`src/rtl/sr_bank_writer_pkg.sv`:
```
`default_nettype none
// ============================================================================
//  Module   : sr_bank_writer_pkg
//  Purpose  : Shared FSM encoding, S/R excitation constants and defaults.
//  Revision : 1.0 - initial release
// ============================================================================
package sr_bank_writer_pkg;

    typedef enum logic [1:0] {
        ST_IDLE   = 2'd0,
        ST_DRIVE  = 2'd1,
        ST_SETTLE = 2'd2,
        ST_CHECK  = 2'd3
    } state_t;

    // Excitation encoded as {S, R}; the illegal 2'b11 has no constant.
    localparam logic [1:0] c_exc_set  = 2'b10;
    localparam logic [1:0] c_exc_rst  = 2'b01;
    localparam logic [1:0] c_exc_hold = 2'b00;

    localparam int c_settle_cyc_dflt = 2;
    localparam int c_max_retry_dflt  = 3;

    function automatic logic [1:0] sr_excite_bit(input logic q, input logic t);
        if (!q && t)
            return c_exc_set;
        else if (q && !t)
            return c_exc_rst;
        return c_exc_hold;
    endfunction

endpackage
`default_nettype wire

```
`src/rtl/sr_bank_writer_excite.sv`:
```
`default_nettype none
// ============================================================================
//  Module   : sr_excite
//  Purpose  : Combinational per-bit SR excitation, current q versus target t.
//  Revision : 1.0 - initial release
// ============================================================================
module sr_excite
    import sr_bank_writer_pkg::*;
#(
    parameter int W = 4
) (
    input  logic [W-1:0] q,
    input  logic [W-1:0] t,
    output logic [W-1:0] s,
    output logic [W-1:0] r
);

    for (genvar i = 0; i < W; i++) begin : g_bit
        logic [1:0] w_sr;
        assign w_sr = sr_excite_bit(q[i], t[i]);
        assign s[i] = w_sr[1];
        assign r[i] = w_sr[0];
    end

endmodule
`default_nettype wire

```
`src/rtl/sr_bank_writer.sv`:
```
`default_nettype none
// ============================================================================
//  Module   : sr_bank_writer
//  Purpose  : Drives an external SR flip-flop bank to a target word with
//             settle, read-back verification and bounded retries.
//  Revision : 1.0 - initial release
// ============================================================================
module sr_bank_writer
    import sr_bank_writer_pkg::*;
#(
    parameter int W          = 4,
    parameter int SETTLE_CYC = c_settle_cyc_dflt,
    parameter int MAX_RETRY  = c_max_retry_dflt
) (
    input  logic         clk,
    input  logic         rst,
    input  logic         start,
    input  logic [W-1:0] target,
    input  logic [W-1:0] q_in,
    output logic [W-1:0] s_out,
    output logic [W-1:0] r_out,
    output logic         busy,
    output logic         done,
    output logic         error,
    output logic [3:0]   retries
);

    localparam int              c_cnt_w       = (SETTLE_CYC > 1) ? $clog2(SETTLE_CYC) : 1;
    localparam logic [c_cnt_w-1:0] c_settle_load = c_cnt_w'(SETTLE_CYC - 1);
    localparam logic [3:0]      c_max_retry   = 4'(MAX_RETRY);

    state_t             r_state, w_state_nxt;
    logic [W-1:0]       r_target, w_target_nxt;
    logic [W-1:0]       r_s, w_s_nxt;
    logic [W-1:0]       r_r, w_r_nxt;
    logic               r_busy, w_busy_nxt;
    logic               r_done, w_done_nxt;
    logic               r_error, w_error_nxt;
    logic [3:0]         r_retries, w_retries_nxt;
    logic [c_cnt_w-1:0] r_cnt, w_cnt_nxt;

    logic [W-1:0]       w_exc_t;
    logic [W-1:0]       w_exc_s;
    logic [W-1:0]       w_exc_r;

    // In IDLE the excitation must see the target arriving on this very edge.
    assign w_exc_t = (r_state == ST_IDLE) ? target : r_target;

    sr_excite #(.W(W)) u_excite (
        .q (q_in),
        .t (w_exc_t),
        .s (w_exc_s),
        .r (w_exc_r)
    );

    always_ff @(posedge clk or posedge rst) begin
        if (rst) begin
            r_state   <= ST_IDLE;
            r_target  <= '0;
            r_s       <= '0;
            r_r       <= '0;
            r_busy    <= 1'b0;
            r_done    <= 1'b0;
            r_error   <= 1'b0;
            r_retries <= '0;
            r_cnt     <= '0;
        end else begin
            r_state   <= w_state_nxt;
            r_target  <= w_target_nxt;
            r_s       <= w_s_nxt;
            r_r       <= w_r_nxt;
            r_busy    <= w_busy_nxt;
            r_done    <= w_done_nxt;
            r_error   <= w_error_nxt;
            r_retries <= w_retries_nxt;
            r_cnt     <= w_cnt_nxt;
        end
    end

    always_comb begin
        w_state_nxt   = r_state;
        w_target_nxt  = r_target;
        w_s_nxt       = '0;
        w_r_nxt       = '0;
        w_busy_nxt    = r_busy;
        w_done_nxt    = 1'b0;
        w_error_nxt   = 1'b0;
        w_retries_nxt = r_retries;
        w_cnt_nxt     = r_cnt;

        case (r_state)
            ST_IDLE: begin
                if (start) begin
                    w_state_nxt   = ST_DRIVE;
                    w_target_nxt  = target;
                    w_retries_nxt = '0;
                    w_s_nxt       = w_exc_s;
                    w_r_nxt       = w_exc_r;
                    w_busy_nxt    = 1'b1;
                end
            end
            ST_DRIVE: begin
                w_cnt_nxt   = c_settle_load;
                w_state_nxt = ST_SETTLE;
            end
            ST_SETTLE: begin
                if (r_cnt == '0)
                    w_state_nxt = ST_CHECK;
                else
                    w_cnt_nxt = r_cnt - 1'b1;
            end
            ST_CHECK: begin
                // Case inequality so an X read-back counts as a mismatch.
                if (q_in !== r_target) begin
                    if (r_retries < c_max_retry) begin
                        w_retries_nxt = r_retries + 4'd1;
                        w_s_nxt       = w_exc_s;
                        w_r_nxt       = w_exc_r;
                        w_state_nxt   = ST_DRIVE;
                    end else begin
                        w_error_nxt = 1'b1;
                        w_busy_nxt  = 1'b0;
                        w_state_nxt = ST_IDLE;
                    end
                end else begin
                    w_done_nxt  = 1'b1;
                    w_busy_nxt  = 1'b0;
                    w_state_nxt = ST_IDLE;
                end
            end
            default: begin
                w_state_nxt = ST_IDLE;
                w_busy_nxt  = 1'b0;
            end
        endcase
    end

    assign s_out   = r_s;
    assign r_out   = r_r;
    assign busy    = r_busy;
    assign done    = r_done;
    assign error   = r_error;
    assign retries = r_retries;

endmodule
`default_nettype wire
```
`config.mk`:
```
export PLATFORM = sky130hd
export DESIGN_NAME = sr_bank_writer
export DESIGN_NICKNAME = d
export VERILOG_FILES = /design/src/rtl/sr_bank_writer_pkg.sv /design/src/rtl/sr_bank_writer_excite.sv /design/src/rtl/sr_bank_writer.sv
export SDC_FILE = /design/constraint.sdc
export NUM_CORES = 1
export LEC_CHECK = 0
export ABC_AREA = 0
export CORE_MARGIN = 4
export CORE_UTILIZATION = 45
export DETAILED_ROUTE_END_ITERATION = 6
export GPL_ROUTABILITY_DRIVEN = 1
export PLACE_DENSITY = 0.82
export SKIP_LAST_GASP = 1
export SLEW_MARGIN = 20
export SYNTH_ARGS = -nofsm -noshare
export SYNTH_HDL_FRONTEND = slang
export SYNTH_SLANG_ARGS = --single-unit
```
`constraint.sdc`:
```
create_clock -name clk -period 4.1 [get_ports clk]
set_input_delay 1.025 -clock clk [delete_from_list [all_inputs] [get_ports clk]]
set_output_delay 1.025 -clock clk [all_outputs]
set_load 0.05 [all_outputs]
```
# Word level (Yosys, flattened, before mapping)
# Cells that the tools add are included.
# word_totals
regBits	22
inputBits	11
out_inout_bits	15
elab_cells	93
# op_classes
addsub	2
order_cmp	1
eq_ne	9
n_mux	49
n_reduce_logical	23
# ops
op	n
$mux W4	10
$mux W2	15
$pmux W4 S2	3
$mux W1	18
$logic_and A1 B1 Y1	8
$logic_not A1 Y1	8
$ne A2 B2 Y1 const B	4
$pmux W2 S4	1
$add A4 B1 Y4 const B	1
$eq A2 B2 Y1 const B	2
$lt A4 B2 Y1 const B	1
$nex A4 B4 Y1	1
$pmux W1 S2	2
$reduce_and A2 Y1	2
$reduce_and A4 Y1	1
$reduce_bool A2 Y1	2
$ne A3 B3 Y1 const B	1
$reduce_and A3 Y1	1
$eq A2 B1 Y1 const B	1
$logic_not A2 Y1	1
$sub A1 B1 Y1 const B	1

# Depth between registers and ports, before layout
# Gate-level depths: netlist of run 1.
# logic_depth
word_depth	10
depth_mapped	7

# By module
# A second synthesis of run 1 with hierarchy kept.
# hier_totals
cells_unflattened	95
hier_area_um2	1106.1
# by_module_without_submodules
module	n_inst	cells_each	area_per_inst_um2
sr_bank_writer	1	87	1036.0
sr_excite	1	8	70.1

# Worst setup path before layout of run 1
# No wires, ideal clock.
# synth_timing
kind	input port to flip-flop
startpoint	input port q_in[1]
endpoint	register r_retries[1] (netlist: retries[1])
t_arrival_ns	2.076
required_ns	4.020
slack_ns	1.943
stages	4
path_buffers	0
cell_sequence	xor2_1 > o41a_4 > mux2_4 > o211ai_2
# synth_via
elab_chain_cells	3
# synth_lines
item	line	text
start, declared	sr_bank_writer.sv:19	input logic [W-1:0] q_in,
$nex A4 B4 Y1	sr_bank_writer.sv:114	if (q_in !== r_target) begin
$ne A2 B2 Y1 (no line)	n/a	
$reduce_and A4 Y1 (no line)	n/a	
end signal, assigned	sr_bank_writer.sv:75	r_retries <= w_retries_nxt;
end, declared	sr_bank_writer.sv:39	logic [3:0] r_retries, w_retries_nxt;
# No other way between the ends.
# A chain may end at the register's enable or synchronous reset.

# Worst setup path in the final report of run 1
# layout_timing
startpoint	register r_retries[0] (netlist: retries[0])
endpoint	output port retries[0]
# layout_rtl
item	line	text
end, declared	sr_bank_writer.sv:25	output logic [3:0] retries
# No word-level cell between the ends.

==> run summary, run 1 <==
outcome - complete, no violations
final setup vio count - 0
CP delay by family, top - buffers and inverters
Area Overhead vs Synth - 26.2%
Top FF cell, synth - dfrtp_1
CTS sink cnt - 22
LEAKAGE - 0.000616 uW
vias per cell - 5.26
Final HPWL DP - 1.58 mm
top cells by area, synth - dfrtp_1 (51%), ha_1 (5.8%), mux2i_1 (5.6%)
post-synthesis sequential area ratio - 0.512
Min Clock Period, post-route - 2.58 ns
total wire length - 2.00 mm
WP data required - 3.07 ns
Clock Path Buffers - 2
top-area cell type share of the netlist area - 0.512
placed cell count - 143
Avg Cell Area, Syn - 11.6 um^2
Avg WL per Cell - 13.7 um
TritonCTS clock tree - built
area of the core - 2250 um^2
antenna violations before repair - 0
fin area - 1360 um^2
Tot Pwr - 993 uW
Synth Net Count - 109
GRT Overall Usage - 0.135
area of placed instances - 1340 um^2
TritonCTS Buffers - 3
Fillers - 190
CP Class - reg2out
max-slew violations - 0
Peak VDD IR - 0.351 mV
PD cells - 731 nW/um^2
Post-Syn Area - 1080 um^2
worst path cell trace - clkdlybuf4s50_1
Setup crit start kind - flip-flop
CP max FO - 5
clock root buffer - clkbuf_4
Final ANT Viol Nets - 0
max cap viols - 0
detailed router's first-iteration violation count - 6
crit share post-route - 0.630
Post-Synthesis Cells - 93
Layout Cells excl Fill - 146
Total Nets Final - 136
RSZ-0062 raised after global routing - no
Post-CTS Resized - 0
library cells used by synthesis - 25
setup TNS - 0 ns
Hold Violations, Final - 0
die footprint - 3240 um^2
layout cells sized above 1 - 0.102
Top Ports - 26
async set or reset register ratio after synthesis - 1.00
vias in the first global route - 811
Clock Latency Late Sink - 0.29 ns
Synth Register Bits - 22
data arrival time of the critical path - 1.56 ns
Die H - 56.9 um
clk slew on worst S/H paths - 0.11 ns
Max Fclk - 387 MHz
Die X - 56.9 um
gr ovfl total - 0
max_slew headroom - 0.458
H-tree lvl count - 1
Core Rows - 17
ant diodes - 0
hold crit path type - reg2reg
CP endpoint kind - primary output
final setup margin - 1.52 ns
worst slack, placed - 1.36 ns
Worst path max stage delay - 0.84 ns
Starting Density - 0.477
top cells by count, synth - dfrtp_1 (22), nand2_1 (11), mux2i_1 (6), nor3_1 (6)
Crit-path slowest cell - clkdlybuf4s50_1
drc violations - 0
postcts setup bufs - 0
vias - 768
most common cell in the synthesized netlist - dfrtp_1
gpl congestion - 0.821
number of port buffers - 25
Hold-fix buffers, CTS - 0
Post-synth EDFFs - 0
post-synth top area cell - dfrtp_1
1st-pass router iterations - 4
first-pass GRT wire length - 3.51 mm
Fin Clk Skew - 0.00437 ns
largest net degree at the start of global routing - 23
crit path buf inv count - 1
worst-margin pin slew - 0.812 ns
Ys Warns - 0
-- cell usage in the layout (no fill, tap or decap), drive strengths merged --
cell type | Yosys | routed
a21boi | 1 | 1
a21oi | 1 | 1
a31oi | 1 | 1
a32oi | 1 | 1
and2 | 1 | 1
and2b | 1 | 1
clkbuf | 1 | 3
clkdlybuf4s50 | 0 | 25
dfrtp | 22 | 22
ha | 5 | 5
inv | 5 | 5
mux2 | 6 | 6
mux2i | 6 | 6
nand2 | 11 | 11
nand3 | 1 | 1
nor2 | 3 | 3
nor2b | 1 | 1
nor3 | 6 | 6
nor4 | 5 | 5
o211ai | 1 | 1
o21a | 2 | 2
o21ai | 5 | 5
o41a | 1 | 1
xor2 | 4 | 4
-- where the power goes --
group | leakage [uW] | total, uW | switching [uW] | internal, uW
registers | 0.000282 | 330 | 45.9 | 284
logic | 0.000320 | 573 | 353 | 219
clock network | 0.0000138 | 90.2 | 56.1 | 34.1
-- sequential cells by signal, summed over array words and instances (netlist names) --
register,count
r_target,4
retries,4
error,1
r_out,4
s_out,4
r_state,2
done,1
busy,1
r_cnt,1
-- metrics by stage --
stage                     hold slack [ns]   util
final                               0.537  0.602
after detailed placement            0.513  0.592
after global placement              0.507  0.592
after CTS                           0.539  0.602
after global routing                0.561  0.602
after floorplan                     0.494      -
-- metal layers --
| layer | global-route usage | vias to the layer above | wire length (um) |
|---|---|---|---|
| met1 | 0.164 | 366 | 875 |
| met2 | 0.237 | 22 | 994 |
| li1 | - | 378 | - |
| met4 | 0.0430 | 0 | 12 |
| met5 | 0 | - | 0 |
| met3 | 0.0276 | 2 | 112 |
-- final timing paths --
check	from	endpoint	slack [ns]	cells after the start
hold reg to reg	retries[3]	retries[3]	0.54	1
max in group asynchronous	rst	r_target[2]	2.41	2
hold / removal	retries[3]	retries[3]	0.54	1
setup reg to reg	r_state[0]	s_out[0]	2.22	5
setup / recovery	retries[0]	retries[0]	1.52	1
min in group asynchronous	rst	busy	1.19	2
-- area by class of cell --
class	count	area, um^2	area share
Clock buffer	3	22.5	0.0166
Inverter	5	18.8	0.0138
Multi-Input combinational cell	63	480	0.354
Sequential cell	22	551	0.406
Tap cell	28	35.0	0.0258
Timing Repair Buffer	25	250	0.184
-- cells by family (layout without fill, tap and decap cells) --
| group | after synthesis | in the layout | synth area share |
|---|---|---|---|
| AOI/OAI and AO/OA | 13 | 13 | 0.105 |
| xor gates and xnor gates | 4 | 4 | 0.0326 |
| adders and majority gates | 5 | 5 | 0.0581 |
| buffers and inverters | 8 | 33 | 0.0419 |
| DFF | 22 | 22 | 0.512 |
| muxes | 12 | 12 | 0.122 |
| and+or+nand+nor | 29 | 29 | 0.129 |
Power figures use the tool's default switching activity.
==> run 2: changes to the inputs <==
--- a/config.mk
+++ b/config.mk
@@ -7,7 +7,7 @@
 export LEC_CHECK = 0
 export ABC_AREA = 0
 export CORE_MARGIN = 4
-export CORE_UTILIZATION = 45
+export CORE_UTILIZATION = 43
 export DETAILED_ROUTE_END_ITERATION = 6
 export GPL_ROUTABILITY_DRIVEN = 1
 export PLACE_DENSITY = 0.82
==> constraint.sdc (replaced) <==
create_clock -name clk -period 2.1 [get_ports clk]
set_input_delay 0.525 -clock clk [delete_from_list [all_inputs] [get_ports clk]]
set_output_delay 0.525 -clock clk [all_outputs]
set_load 0.05 [all_outputs]
==> run summary, run 2 (synthesis gave the netlist of run 1 again) <==
postcts setup bufs - 0
CP max FO - 3
Hold-fix buffers, CTS - 0
clock root buffer - clkbuf_4
Core Rows - 17
GRT Overall Usage - 0.161
crit path buf inv count - 1
Clock Path Buffers - 2
TritonCTS Buffers - 3
antenna violations before repair - 0
WP data required - 1.57 ns
Final HPWL DP - 1.70 mm
max_slew headroom - 0.661
WP depth - 1
crit share post-route - 0.965
LEAKAGE - 0.000653 uW
Die X - 58.0 um
largest net degree at the start of global routing - 23
gpl congestion - 0.796
total wire length - 2.28 mm
Fin Clk Skew - 0.0111 ns
CTS sink cnt - 22
final setup vio count - 0
hold_ws - 0.531 ns
TritonCTS clock tree - built
Setup crit start kind - flip-flop
clk slew on worst S/H paths - 0.13 ns
Hold Violations, Final - 0
PD cells - 1500 nW/um^2
max-slew violations - 0
first-pass GRT wire length - 4.13 mm
Layout Cells excl Fill - 151
area of placed instances - 1360 um^2
Total Nets Final - 140
H-tree lvl count - 1
Die H - 58.0 um
gr ovfl total - 0
placed cell count - 147
ant diodes - 0
worst-margin pin slew - 0.507 ns
drc violations - 0
vias in the first global route - 892
Final ANT Viol Nets - 0
Fillers - 201
data arrival time of the critical path - 1.50 ns
hold crit path type - in2async
CP endpoint kind - primary output
FF-to-FF path depth - 5
1st-pass router iterations - 4
vias - 809
die footprint - 3370 um^2
layout cells sized above 1 - 0.163
max cap viols - 0
Clock Latency Late Sink - 0.32 ns
area of the core - 2300 um^2
detailed router's first-iteration violation count - 5
Peak VDD IR - 0.904 mV
CP delay by family, top - buffers and inverters
Min Clock Period, post-route - 2.03 ns
CP Class - reg2out
vias per cell - 5.36
Top Ports - 26
Avg WL per Cell - 15.1 um
number of port buffers - 25
Worst path max stage delay - 0.81 ns
Max Fclk - 493 MHz
Crit-path slowest cell - clkdlybuf4s50_1
Area Overhead vs Synth - 31.7%
Seq. cell area - 551 um^2
commonest cells after routing, fill and taps aside - dfrtp_1 (22), clkdlybuf4s50_1 (22), nand2_1 (11)
Starting Density - 0.468
outcome - complete, no violations
Tot Pwr - 2130 uW
worst path cell trace - clkdlybuf4s50_1
setup TNS - 0 ns
fin area - 1420 um^2
RSZ-0062 raised after global routing - no
multi-input logic area - 483 um^2
[run 2: path summary, 6_finish.rpt]
check                            from          end  slack, ns
max                        retries[2]   retries[2]       0.07
min                               rst   retries[0]       0.53
max reg2reg                r_state[0]     s_out[1]       0.36
min reg2reg                retries[3]   retries[3]       0.53
max in group asynchronous         rst  r_target[1]       1.34
min in group clk           retries[3]   retries[3]       0.53
[run 2: metrics by stage]
step	setup WS, ns	util
CTS	0.0448	0.615
global placement	-0.0658	0.592
detailed placement	-0.112	0.592
finish	0.0734	0.617
global route	0.0184	0.617
floorplan	0.336	-
[run 2: metal layers]
metal / routed length (um) / GRT usage / vias to the layer above
met5: 0 / 0 / -
met1: 980 / 0.208 / 398
met4: 19 / 0.0397 / 0
met3: 131 / 0.0512 / 4
met2: 1150 / 0.261 / 21
li1: - / - / 386
[run 2: final cells by class]
class,count,area share
clock buffer,3,0.0159
clock inverter,1,0.0212
inverter,5,0.0132
multi-input combinational,63,0.341
sequential,22,0.388
tap,28,0.0247
timing repair buffer,29,0.196
[run 2: report_power, final]
part | internal [uW] | switching [uW]
clock | 193 | 132
sequential | 555 | 94.2
combinational | 448 | 703
total | 1200 | 929
[run 2: repair_timing]
action                     in CTS  in global routing
gates resized for setup         0                  2
setup endpoints to repair       0                  2
hold endpoints to repair        0                  0
[run 2: worst reg2reg max path, delay by kind of cell, from the launching register on]
family,cells,cell delay (ns)
flip-flops,1,0.40
AND/OR/NAND/NOR,2,0.51
AO/OA/AOI/OAI,1,0.25
adder cells (fa/ha/maj),1,0.33
buffers and inverters,1,0.15
==> run 3: changes to the inputs <==
--- a/config.mk
+++ b/config.mk
@@ -7,12 +7,13 @@
 export LEC_CHECK = 0
 export ABC_AREA = 0
 export CORE_MARGIN = 4
-export CORE_UTILIZATION = 43
+export CORE_UTILIZATION = 45
 export DETAILED_ROUTE_END_ITERATION = 6
 export GPL_ROUTABILITY_DRIVEN = 1
-export PLACE_DENSITY = 0.82
+export PLACE_DENSITY = 0.81
 export SKIP_LAST_GASP = 1
 export SLEW_MARGIN = 20
 export SYNTH_ARGS = -nofsm -noshare
 export SYNTH_HDL_FRONTEND = slang
+export SYNTH_HIERARCHICAL = 1
 export SYNTH_SLANG_ARGS = --single-unit
==> constraint.sdc (replaced) <==
create_clock -name clk -period 2.6 [get_ports clk]
set_input_delay 0.65 -clock clk [delete_from_list [all_inputs] [get_ports clk]]
set_output_delay 0.65 -clock clk [all_outputs]
set_load 0.05 [all_outputs]
==> run summary, run 3 <==
outcome - complete, no violations
Clock Latency Late Sink - 0.31 ns
Hold-fix buffers, CTS - 0
commonest cells after routing, fill and taps aside - clkdlybuf4s50_1 (25), dfrtp_1 (22), mux2_2 (8), nor3b_1 (8), and2b_2 (8)
async set or reset register ratio after synthesis - 1.00
setup TNS - 0 ns
Setup crit start kind - flip-flop
CP Class - reg2out
post-synthesis sequential area ratio - 0.498
post-synth top area cell - dfrtp_1
CP max FO - 5
Post-synth EDFFs - 0
worst-margin pin slew - 0.508 ns
Post-CTS Resized - 0
TritonCTS clock tree - built
data arrival time of the critical path - 1.58 ns
Max Fclk - 448 MHz
gpl congestion - 0.756
Ys Warns - 6
Tot Pwr - 1570 uW
top cells by area, synth - dfrtp_1 (50%), mux2_2 (8.1%), and2b_2 (6.3%)
Die H - 57.6 um
top-area cell type share of the netlist area - 0.498
Core Rows - 17
Final HPWL DP - 1.57 mm
WP data required - 1.95 ns
Top Ports - 26
PD cells - 1120 nW/um^2
postcts setup bufs - 0
commonest non-fill, non-tap cell in the layout - clkdlybuf4s50_1
Worst path max stage delay - 0.84 ns
Peak VDD IR - 0.713 mV
hold crit path type - reg2reg
detailed router's first-iteration violation count - 15
Avg WL per Cell - 14.4 um
max cap viols - 0
FF-to-FF path depth - 5
Top FF cell, synth - dfrtp_1
Area Overhead vs Synth - 27.4%
CP endpoint kind - primary output
LEAKAGE - 0.000611 uW
Avg Cell Area, Syn - 11.6 um^2
gr ovfl total - 0
top cells by count, synth - dfrtp_1 (22), and2b_2 (8), mux2_2 (8), nor3b_1 (8), nand2_1 (6)
first-pass GRT wire length - 3.62 mm
clk slew on worst S/H paths - 0.12 ns
max_slew headroom - 0.660
vias per cell - 5.36
crit share post-route - 0.859
Crit-path slowest cell - clkdlybuf4s50_1
Synth Register Bits - 22
Hold Violations, Final - 0
1st-pass router iterations - 4
CP delay by family, top - buffers and inverters
drc violations - 0
number of port buffers - 25
worst path cell trace - clkdlybuf4s50_1
Clock Path Buffers - 2
library cells used by synthesis - 28
GRT Overall Usage - 0.143
most common cell in the synthesized netlist - dfrtp_1
Die X - 57.6 um
area of the core - 2280 um^2
WHS Path Cells - 2
CTS sink cnt - 22
RSZ-0062 raised after global routing - no
Synth Net Count - 110
WP depth - 1
antenna violations before repair - 0
Post-Syn Area - 1110 um^2
layout cells sized above 1 - 0.198
crit path buf inv count - 1
largest net degree at the start of global routing - 23
Final ANT Viol Nets - 0
final setup vio count - 0
TritonCTS Buffers - 3
Total Nets Final - 138
total wire length - 2.15 mm
H-tree lvl count - 1
Min Clock Period, post-route - 2.23 ns
ant diodes - 0
Post-Synthesis Cells - 95
clock root buffer - clkbuf_4
Fin Clk Skew - 0.00965 ns
vias in the first global route - 816
max-slew violations - 0
die footprint - 3310 um^2
vias - 798
Starting Density - 0.486
## run 3: cell count changes in the layout (fill, tap and decap cells not counted), sizes merged, moves of 2 or more
cell / delta
a21oi: +3
and2b: +7
buf: -5
clkdlybuf4s50: +3
mux2: +2
mux2i: -6
nand2: -5
nand2b: +2
nor3: -5
nor3b: +8
nor4: -4
o211ai: +2
o21ai: -4
## run 3: area by class of cell
class,instances,area [um^2]
tap,28,35.0
inverter,4,15.0
fill,184,867
timing repair buffer,26,258
clock buffer,3,22.5
sequential,22,551
multi-input combinational,66,528
## run 3: worst paths after layout
kind / startpoint / to / slack [ns]
worst max-delay path: retries[3] / retries[3] / 0.37
worst min-delay path: r_cnt / r_cnt / 0.54
worst max register to register: r_state[0] / r_out[2] / 0.84
worst min register to register: r_cnt / r_cnt / 0.54
max in group asynchronous: rst / retries[0] / 1.72
min in group asynchronous: rst / r_out[2] / 0.65
## run 3: kinds of logic after synthesis
group,count (synthesis),synth area share
AO/OA/AOI/OAI,16,0.109
XOR/XNOR,4,0.0317
adder cells (fa/ha/maj),4,0.0453
buffers and inverters,7,0.0249
flip-flops,22,0.498
multiplexers,8,0.0815
AND/OR/NAND/NOR,34,0.210
## run 3: worst register-to-register path: stages (launching register included)
cell and delay (ns):
dfrtp_1 0.44, inv_1 0.09, ha_1 0.39, mux2_2 0.40
and2b_2 0.21, nor3b_1 0.17
## run 3: stage by stage
step | util | setup slack (ns) | instance area (um^2) | hold WS (ns) | std cells
2_1_floorplan | - | 0.841 | 1110 | 0.489 | 95
3_3_place_gp | 0.609 | 0.402 | 1390 | 0.506 | 146
3_5_place_dp | 0.609 | 0.349 | 1390 | 0.530 | 146
4_1_cts | 0.619 | 0.367 | 1410 | 0.556 | 149
5_1_grt | 0.619 | 0.323 | 1410 | 0.585 | 149
6_report | 0.619 | 0.367 | 1410 | 0.540 | 149
## run 3: report_power, final
group	switching, uW	internal [uW]	total [uW]	leakage, uW
registers	72.6	446	518	0.000283
logic	518	376	895	0.000314
clock network	106	54.2	160	0.0000138
total	697	876	1570	0.000611
## run 3: layer usage
layer  routed length (um)  global-route usage  up-vias
li1                     -                   -      385
met1                  975               0.183      393
met2                 1050               0.226       16
met3                   75              0.0204        4
met4                   51              0.0894        0
met5                    0                   0        -
